<file path="config.mk">
export PLATFORM = sky130hd
export DESIGN_NAME = fetch_ctrl_flat
export DESIGN_NICKNAME = d
export VERILOG_FILES = /design/src/rtl/cpu_pkg.sv /design/src/rtl/fetch_ctrl_if.sv /design/src/rtl/redirect_arb.sv /design/src/rtl/fetch_ctrl.sv /design/src/flat_wrapper.sv
export SDC_FILE = /design/constraint.sdc
export NUM_CORES = 1
export LEC_CHECK = 0
export ABC_AREA = 1
export CAP_MARGIN = 20
export CORE_ASPECT_RATIO = 1.75
export CORE_MARGIN = 2
export CORE_UTILIZATION = 45
export DETAILED_ROUTE_END_ITERATION = 10
export DONT_BUFFER_PORTS = 1
export PLACE_DENSITY_LB_ADDON = 0.15
export SLEW_MARGIN = 10
export SYNTH_ARGS = -nofsm -noshare
export SYNTH_HDL_FRONTEND = slang
export SYNTH_HIERARCHICAL = 1
export SYNTH_SLANG_ARGS = --single-unit
</file>
<file path="constraint.sdc">
create_clock -name CLK -period 4.32 [get_ports CLK]
set_clock_uncertainty 0.2 [all_clocks]
set_input_delay 1.08 -clock CLK [delete_from_list [all_inputs] [get_ports CLK]]
set_output_delay 1.08 -clock CLK [all_outputs]
set_load 0.01 [all_outputs]
</file>
<file path="src/rtl/cpu_pkg.sv">
// Shared types for the fetch-control slice: FSM states, redirect priority
// encoding and the default address width / reset vector.
package cpu_pkg;

    localparam int          XLEN_DEFAULT      = 32;
    localparam logic [31:0] RESET_VEC_DEFAULT = 32'h0000_0000;

    // Sequencer states; anything other than ST_RUN reports busy.
    typedef enum logic [1:0] {
        ST_BOOT  = 2'd0,
        ST_RUN   = 2'd1,
        ST_PEND  = 2'd2,
        ST_STALL = 2'd3
    } fsm_state_t;

    // Redirect priority: the numerically larger source always wins.
    typedef enum logic [1:0] {
        PRIO_NONE = 2'd0,
        PRIO_JMP  = 2'd1,
        PRIO_BR   = 2'd2,
        PRIO_TRAP = 2'd3
    } prio_t;

endpackage

</file>
<file path="src/rtl/fetch_ctrl_if.sv">
// Bundle between the fetch sequencer and the pipeline around it: redirect
// sources, hazard/memory status in, PC-register controls and kills out.
//
// Handshake: a redirect source is valid while its request bit (trap_req,
// br_taken, jmp_req) is high, and imem_ready is the memory-side ready. A
// redirect is consumed (PCS=1) only in a cycle where imem_ready=1; otherwise
// the sequencer parks it and holds the PC until ready returns. Sources must
// hold or re-present their request until it is consumed or superseded.
interface fetch_ctrl_if #(
    parameter int XLEN = cpu_pkg::XLEN_DEFAULT
);
    import cpu_pkg::*;

    logic            trap_req;
    logic [XLEN-1:0] trap_vec;
    logic            br_taken;
    logic [XLEN-1:0] br_target;
    logic            jmp_req;
    logic [XLEN-1:0] jmp_target;
    logic            lu_hazard;
    logic            imem_ready;

    logic            PCS;
    logic [XLEN-1:0] JADDR;
    logic            Flush;
    logic            FlushBack;
    logic            ifid_kill;
    logic            idex_kill;
    logic            busy;
    fsm_state_t      state;      // debug view of the sequencer state

    modport slave (
        input  trap_req, trap_vec, br_taken, br_target, jmp_req, jmp_target,
               lu_hazard, imem_ready,
        output PCS, JADDR, Flush, FlushBack, ifid_kill, idex_kill, busy, state
    );

    modport master (
        output trap_req, trap_vec, br_taken, br_target, jmp_req, jmp_target,
               lu_hazard, imem_ready,
        input  PCS, JADDR, Flush, FlushBack, ifid_kill, idex_kill, busy, state
    );

endinterface

</file>
<file path="src/rtl/redirect_arb.sv">
// Fixed-priority redirect select: trap > branch > jump. Also reports the
// pipeline kills the winning source needs.
module redirect_arb
    import cpu_pkg::*;
#(
    parameter int XLEN = XLEN_DEFAULT
) (
    input  logic            trap_req,
    input  logic [XLEN-1:0] trap_vec,
    input  logic            br_taken,
    input  logic [XLEN-1:0] br_target,
    input  logic            jmp_req,
    input  logic [XLEN-1:0] jmp_target,
    output logic            valid,
    output prio_t           prio,
    output logic [XLEN-1:0] target,
    output logic            kill_ifid,
    output logic            kill_idex
);

    // Pick the oldest requesting instruction; a jump in ID only needs IF/ID killed.
    always_comb begin
        valid  = 1'b0;
        prio   = PRIO_NONE;
        target = '0;
        if (trap_req) begin
            valid  = 1'b1;
            prio   = PRIO_TRAP;
            target = trap_vec;
        end else if (br_taken) begin
            valid  = 1'b1;
            prio   = PRIO_BR;
            target = br_target;
        end else if (jmp_req) begin
            valid  = 1'b1;
            prio   = PRIO_JMP;
            target = jmp_target;
        end
        kill_ifid = valid;
        kill_idex = (prio == PRIO_TRAP) || (prio == PRIO_BR);
    end

endmodule

</file>
<file path="src/rtl/fetch_ctrl.sv">
// Instruction-fetch PC sequencer: boot fetch, redirect arbitration, parking of
// redirects across imem wait states, and load-use stall/replay.
module fetch_ctrl
    import cpu_pkg::*;
#(
    parameter int              XLEN         = XLEN_DEFAULT,
    parameter logic [XLEN-1:0] RESET_VEC    = XLEN'(RESET_VEC_DEFAULT),
    parameter int              STALL_CYCLES = 1
) (
    input logic         CLK,
    input logic         rst,
    fetch_ctrl_if.slave bus
);

    fsm_state_t      state_q, state_nxt;
    logic [XLEN-1:0] pend_addr_q, pend_addr_nxt;
    prio_t           pend_prio_q, pend_prio_nxt;
    logic [2:0]      stall_cnt_q, stall_cnt_nxt;

    logic            arb_valid;
    prio_t           arb_prio;
    logic [XLEN-1:0] arb_target;
    logic            arb_kill_ifid;
    logic            arb_kill_idex;
    logic            upgrade;

    logic            pcs, flush, flush_back, ifid_kill, idex_kill;
    logic [XLEN-1:0] jaddr;

    redirect_arb #(.XLEN(XLEN)) u_arb (
        .trap_req   (bus.trap_req),
        .trap_vec   (bus.trap_vec),
        .br_taken   (bus.br_taken),
        .br_target  (bus.br_target),
        .jmp_req    (bus.jmp_req),
        .jmp_target (bus.jmp_target),
        .valid      (arb_valid),
        .prio       (arb_prio),
        .target     (arb_target),
        .kill_ifid  (arb_kill_ifid),
        .kill_idex  (arb_kill_idex)
    );

    // A new request may only displace a parked redirect from an older instruction.
    assign upgrade = arb_valid && (arb_prio > pend_prio_q);

    // State, parked redirect and stall counter; reset restarts from the boot fetch.
    always_ff @(posedge CLK or posedge rst) begin
        if (rst) begin
            state_q     <= ST_BOOT;
            pend_addr_q <= '0;
            pend_prio_q <= PRIO_NONE;
            stall_cnt_q <= 3'd0;
        end else begin
            state_q     <= state_nxt;
            pend_addr_q <= pend_addr_nxt;
            pend_prio_q <= pend_prio_nxt;
            stall_cnt_q <= stall_cnt_nxt;
        end
    end

    // Next state and PC controls; PCS is only ever raised alone of Flush/FlushBack.
    always_comb begin
        state_nxt     = state_q;
        pend_addr_nxt = pend_addr_q;
        pend_prio_nxt = pend_prio_q;
        stall_cnt_nxt = stall_cnt_q;
        pcs           = 1'b0;
        jaddr         = '0;
        flush         = 1'b0;
        flush_back    = 1'b0;
        ifid_kill     = 1'b0;
        idex_kill     = 1'b0;

        case (state_q)
            ST_BOOT: begin
                pcs       = 1'b1;
                jaddr     = RESET_VEC;
                ifid_kill = 1'b1;
                idex_kill = 1'b1;
                state_nxt = ST_RUN;
            end

            ST_RUN, ST_STALL: begin
                if (arb_valid) begin
                    // A redirect beats a hazard and aborts any stall in progress.
                    ifid_kill     = arb_kill_ifid;
                    idex_kill     = arb_kill_idex;
                    stall_cnt_nxt = 3'd0;
                    if (bus.imem_ready) begin
                        pcs       = 1'b1;
                        jaddr     = arb_target;
                        state_nxt = ST_RUN;
                    end else begin
                        flush         = 1'b1;
                        pend_addr_nxt = arb_target;
                        pend_prio_nxt = arb_prio;
                        state_nxt     = ST_PEND;
                    end
                end else if (state_q == ST_RUN) begin
                    if (bus.lu_hazard) begin
                        flush         = 1'b1;
                        idex_kill     = 1'b1;
                        stall_cnt_nxt = 3'(STALL_CYCLES);
                        state_nxt     = ST_STALL;
                    end else if (!bus.imem_ready) begin
                        flush = 1'b1;
                    end
                end else begin
                    idex_kill = 1'b1;
                    if (stall_cnt_q > 3'd1) begin
                        flush         = 1'b1;
                        stall_cnt_nxt = stall_cnt_q - 3'd1;
                    end else begin
                        // Last stall cycle: replay the fetch that was overwritten.
                        flush_back = 1'b1;
                        if (bus.imem_ready) begin
                            stall_cnt_nxt = 3'd0;
                            state_nxt     = ST_RUN;
                        end
                    end
                end
            end

            ST_PEND: begin
                if (upgrade) begin
                    ifid_kill     = arb_kill_ifid;
                    idex_kill     = arb_kill_idex;
                    pend_addr_nxt = arb_target;
                    pend_prio_nxt = arb_prio;
                end
                if (bus.imem_ready) begin
                    pcs           = 1'b1;
                    jaddr         = upgrade ? arb_target : pend_addr_q;
                    pend_prio_nxt = PRIO_NONE;
                    state_nxt     = ST_RUN;
                end else begin
                    flush = 1'b1;
                end
            end

            default: state_nxt = ST_BOOT;
        endcase
    end

    // Reset forces every control low immediately, independent of the clock.
    assign bus.PCS       = !rst && pcs;
    assign bus.JADDR     = rst ? '0 : jaddr;
    assign bus.Flush     = !rst && flush;
    assign bus.FlushBack = !rst && flush_back;
    assign bus.ifid_kill = !rst && ifid_kill;
    assign bus.idex_kill = !rst && idex_kill;
    assign bus.busy      = !rst && (state_q != ST_RUN);
    assign bus.state     = state_q;

endmodule

</file>
<file path="src/flat_wrapper.sv">
// flat-port wrapper written by rule: the top's interface ports become plain ports
module fetch_ctrl_flat import cpu_pkg::*;
#(
    parameter int              XLEN         = XLEN_DEFAULT,
    parameter logic [XLEN-1:0] RESET_VEC    = XLEN'(RESET_VEC_DEFAULT),
    parameter int              STALL_CYCLES = 1
)
  (CLK, rst, bus_trap_req, bus_trap_vec, bus_br_taken, bus_br_target, bus_jmp_req, bus_jmp_target, bus_lu_hazard, bus_imem_ready, bus_PCS, bus_JADDR, bus_Flush, bus_FlushBack, bus_ifid_kill, bus_idex_kill, bus_busy, bus_state);
  fetch_ctrl_if #(.XLEN(XLEN)) bus_i ();
  input logic CLK;
  input logic rst;
  input wire logic [$bits(bus_i.trap_req)-1:0] bus_trap_req;
  input wire logic [$bits(bus_i.trap_vec)-1:0] bus_trap_vec;
  input wire logic [$bits(bus_i.br_taken)-1:0] bus_br_taken;
  input wire logic [$bits(bus_i.br_target)-1:0] bus_br_target;
  input wire logic [$bits(bus_i.jmp_req)-1:0] bus_jmp_req;
  input wire logic [$bits(bus_i.jmp_target)-1:0] bus_jmp_target;
  input wire logic [$bits(bus_i.lu_hazard)-1:0] bus_lu_hazard;
  input wire logic [$bits(bus_i.imem_ready)-1:0] bus_imem_ready;
  output wire logic [$bits(bus_i.PCS)-1:0] bus_PCS;
  output wire logic [$bits(bus_i.JADDR)-1:0] bus_JADDR;
  output wire logic [$bits(bus_i.Flush)-1:0] bus_Flush;
  output wire logic [$bits(bus_i.FlushBack)-1:0] bus_FlushBack;
  output wire logic [$bits(bus_i.ifid_kill)-1:0] bus_ifid_kill;
  output wire logic [$bits(bus_i.idex_kill)-1:0] bus_idex_kill;
  output wire logic [$bits(bus_i.busy)-1:0] bus_busy;
  output wire logic [$bits(bus_i.state)-1:0] bus_state;
  assign bus_i.trap_req = bus_trap_req;
  assign bus_i.trap_vec = bus_trap_vec;
  assign bus_i.br_taken = bus_br_taken;
  assign bus_i.br_target = bus_br_target;
  assign bus_i.jmp_req = bus_jmp_req;
  assign bus_i.jmp_target = bus_jmp_target;
  assign bus_i.lu_hazard = bus_lu_hazard;
  assign bus_i.imem_ready = bus_imem_ready;
  assign bus_PCS = bus_i.PCS;
  assign bus_JADDR = bus_i.JADDR;
  assign bus_Flush = bus_i.Flush;
  assign bus_FlushBack = bus_i.FlushBack;
  assign bus_ifid_kill = bus_i.ifid_kill;
  assign bus_idex_kill = bus_i.idex_kill;
  assign bus_busy = bus_i.busy;
  assign bus_state = bus_i.state;
  fetch_ctrl #(.XLEN(XLEN), .RESET_VEC(RESET_VEC), .STALL_CYCLES(STALL_CYCLES)) u_core (.CLK(CLK), .rst(rst), .bus(bus_i));
endmodule
</file>
==> summary.md <==
| Metric | Value |
|---|---|
| Vias in the first global route | `4568` |
| GRT Residual Overflow | `0` |
| Post-DP HPWL | `8740 µm` |
| Main synth FF type | `dfrtp_1` |
| Reg clk slew, reported paths | `0.06 ns` |
| Clk sinks | `39` |
| HP Class | `register to register` |
| Critical Path RT | `3.04 ns` |
| Synthesis-to-finish area growth | `3.77%` |
| Global-route wire length before repair | `21200 µm` |
| Filler cell count | `990` |
| Chip Width | `77.2 µm` |
| Slew headroom | `55.2%` |
| Total track usage | `25.4%` |
| Top cell type's share of synthesized area | `23.4%` |
| Placed Area | `4220 µm²` |
| Synth Cell Area | `4220 µm²` |
| Critical Path AT | `2.78 ns` |
| YS warnings | `6` |
| Final worst path period share | `94.1%` |
| Bufs on Longest Clock Path | `2` |
| Max Fanout on Critical Path | `33` |
| Top-count cell post-synth | `nand2_1` |
| Pleak | `2.25 nW` |
| Leading area contributor after synthesis | `nand2_1` |
| Drt first pass iters | `6` |
| RSZ-0062 raised after global routing | `no` |
| Root buf cell | `clkbuf_16` |
| Initial core utilization | `46.4%` |
| Via count | `4599` |
| Crit start category | `input pin` |
| Pwr per Cell Area | `629 nW/µm²` |
| Largest net degree at the start of global routing | `41` |
| Largest stage delay on the critical path | `0.36 ns` |
| Syn_area_per_cell | `5.71 µm²` |
| Achievable Freq | `0.246 GHz` |
| Fraction of registers with async set/reset | `100%` |
| Post-CTS Setup Inserts | `0` |
| Minimum hold slack | `0.276 ns` |
| Post-Syn Instances | `739` |
| # IOs | `143` |
| Drt total wl | `12900 µm` |
| CTS tree | `yes` |
| Kind of end point of the critical path | `output pin` |
| RePlAce Congestion | `0.850` |
| Tmin final | `4.06 ns` |
| Net count after synthesis | `846` |
| Final setup fails | `0` |
| Initial detailed-routing violation count | `335` |
| Synth cell types | `27` |
| Cell Rows | `46` |
| Vias per cell | `5.52` |
| Seq/Total Area, Yosys | `23.1%` |
| Core ar. | `9090 µm²` |
| Finished Cell Area | `4380 µm²` |
| Setup TNS | `0 ns` |
| Crit path kind | `input pin to output pin` |
| Most used cell, CP | `nand2_1` |
| Drt drc | `0` |
| Post-cts resize count | `0` |
| H-tree depth | `2` |
| Critical Path, Cell by Cell | `inv_4, nand2_1, ha_1, nand2_1, nand2_1, nand2_4, nand2_1, nand3_1, a21oi_1` |
| Hold Vio Cnt, Final | `0` |
| Die height | `132 µm` |
| Status | `finished clean` |
| Initial antenna violation count | `0` |
| # diodes | `0` |
| Nets | `819` |
| Routed len/inst | `15.5 µm` |
| Final ANT Viol Nets | `0` |
| CTS Hold Bufs | `0` |
| Die area | `10200 µm²` |
| Commonest cells in the netlist | `263 x nand2_1, 129 x a21oi_1, 95 x nand3_1` |
| Number of I/O port buffers | `0` |
| Top cells by area, synth | `nand2_1 23%, dfrtp_1 23%, a21oi_1 15%, nand3_1 11%, inv_1 7.0%` |
| Layout cells sized above 1 | `7.57%` |
| Slew Limit Fails | `0` |
| #FFs+latches synth | `39` |
| Num CTS Buffers | `5` |
| Clock latency on the worst-skew pair | `0.29 ns` |
| # Max-Cap Violations | `0` |
| Cell family with most CP delay | `simple AND/OR/NAND/NOR gates` |
| Slowest CP cell | `ha_1` |
| Post-synth EDFFs | `0` |
| Crit path buffers/inverters | `1` |
| Max IR drop VDD | `0.342 mV` |
| Worst-Margin Slew | `0.671 ns` |
-- path summary, 6_finish.rpt --
path / from / endpoint / slack, ns / cells after the start
max in group asynchronous: rst / u_core/bus.state[0] / 2.90 / 2
min in group asynchronous: rst / u_core/pend_addr_q[27] / 0.62 / 2
setup / recovery: bus_trap_req / bus_JADDR[25] / 0.26 / 9
hold reg to reg: u_core/pend_addr_q[19] / u_core/pend_addr_q[19] / 0.28 / 2
hold / removal: u_core/pend_addr_q[19] / u_core/pend_addr_q[19] / 0.28 / 2
setup reg to reg: u_core/bus.state[0] / u_core/pend_addr_q[25] / 2.03 / 7
-- metal layers --
metal  track usage (%)  vias up  wire length (µm)
met2              45.9      171              6690
met3              5.68       25               835
met5                 0        -                 0
met1              27.7     2103              5010
li1                  -     2300                 -
met4              11.3        0               359
-- area by class of cell --
class | count | area (µm²) | area share (%)
repair buffers | 19 | 193 | 4.40
multi-input cells | 561 | 2570 | 58.7
clock buffers | 8 | 156 | 3.57
inverters | 86 | 330 | 7.55
well taps | 120 | 150 | 3.43
flip-flops and latches | 39 | 977 | 22.3
-- sequential cells by signal (all words and copies together), names as in the netlist --
signal	count
u_core/pend_prio_q	2
u_core/pend_addr_q	32
u_core/bus.state	2
u_core/stall_cnt_q	3
-- report_power, final --
part | switching [mW] | internal, mW | leakage [nW] | total [mW]
clock | 0.152 | 0.246 | 0.0772 | 0.398
combinational | 1.16 | 0.552 | 1.71 | 1.71
sequential | 0.0941 | 0.550 | 0.460 | 0.644
-- worst reg2reg max path: stages (launching register included) --
cell	delay (ns)
dfrtp_2	0.37
buf_4	0.43
o21ai_4	0.15
nand2_2	0.51
buf_12	0.29
a21oi_1	0.07
nand2_1	0.09
nand2_1	0.06
-- layout by cell type, fill, tap and decap left out --
cell type and n:
clkbuf_8 2, nand3b_1 2, xor2_1 1, clkinv_4 1, buf_12 4, a21oi_1 129, nand2_4 1, ha_1 4
nand2_1 263, clkbuf_16 5, a21oi_4 1, nand3_1 95, clkbuf_1 1, dfrtp_2 1, inv_4 1, nor3_1 2
nor2_4 1, nor2_1 40, inv_1 78, buf_4 15, o21ai_4 1, o21ai_0 5, a21oi_2 5, a31oi_1 1
dfrtp_1 38, nand3_2 9, inv_2 6, nand2_2 1
-- cells by family (layout without fill, tap and decap cells) --
logic type | Yosys count | after routing | share of synthesized area (%)
flops | 39 | 39 | 23.1
compound gates | 142 | 142 | 17.9
buf+inv | 139 | 113 | 16.1
simple gates | 414 | 414 | 41.5
fa+ha+maj | 4 | 4 | 1.19
xor+xnor | 1 | 1 | 0.208
-- through the flow --
stage | util [%] | worst slack, ns | cells | power [mW]
finish | 48.1 | 0.255 | 833 | 2.75
CTS | 48.1 | 0.234 | 833 | 2.77
detailed placement | 46.4 | 0.245 | 825 | 2.36
floorplan | - | 0.282 | 739 | 2.03
global route | 48.1 | 0.0405 | 833 | 3.06
global placement | 46.4 | 0.279 | 825 | 2.32
Note: power is estimated with default switching activity, not from simulation.
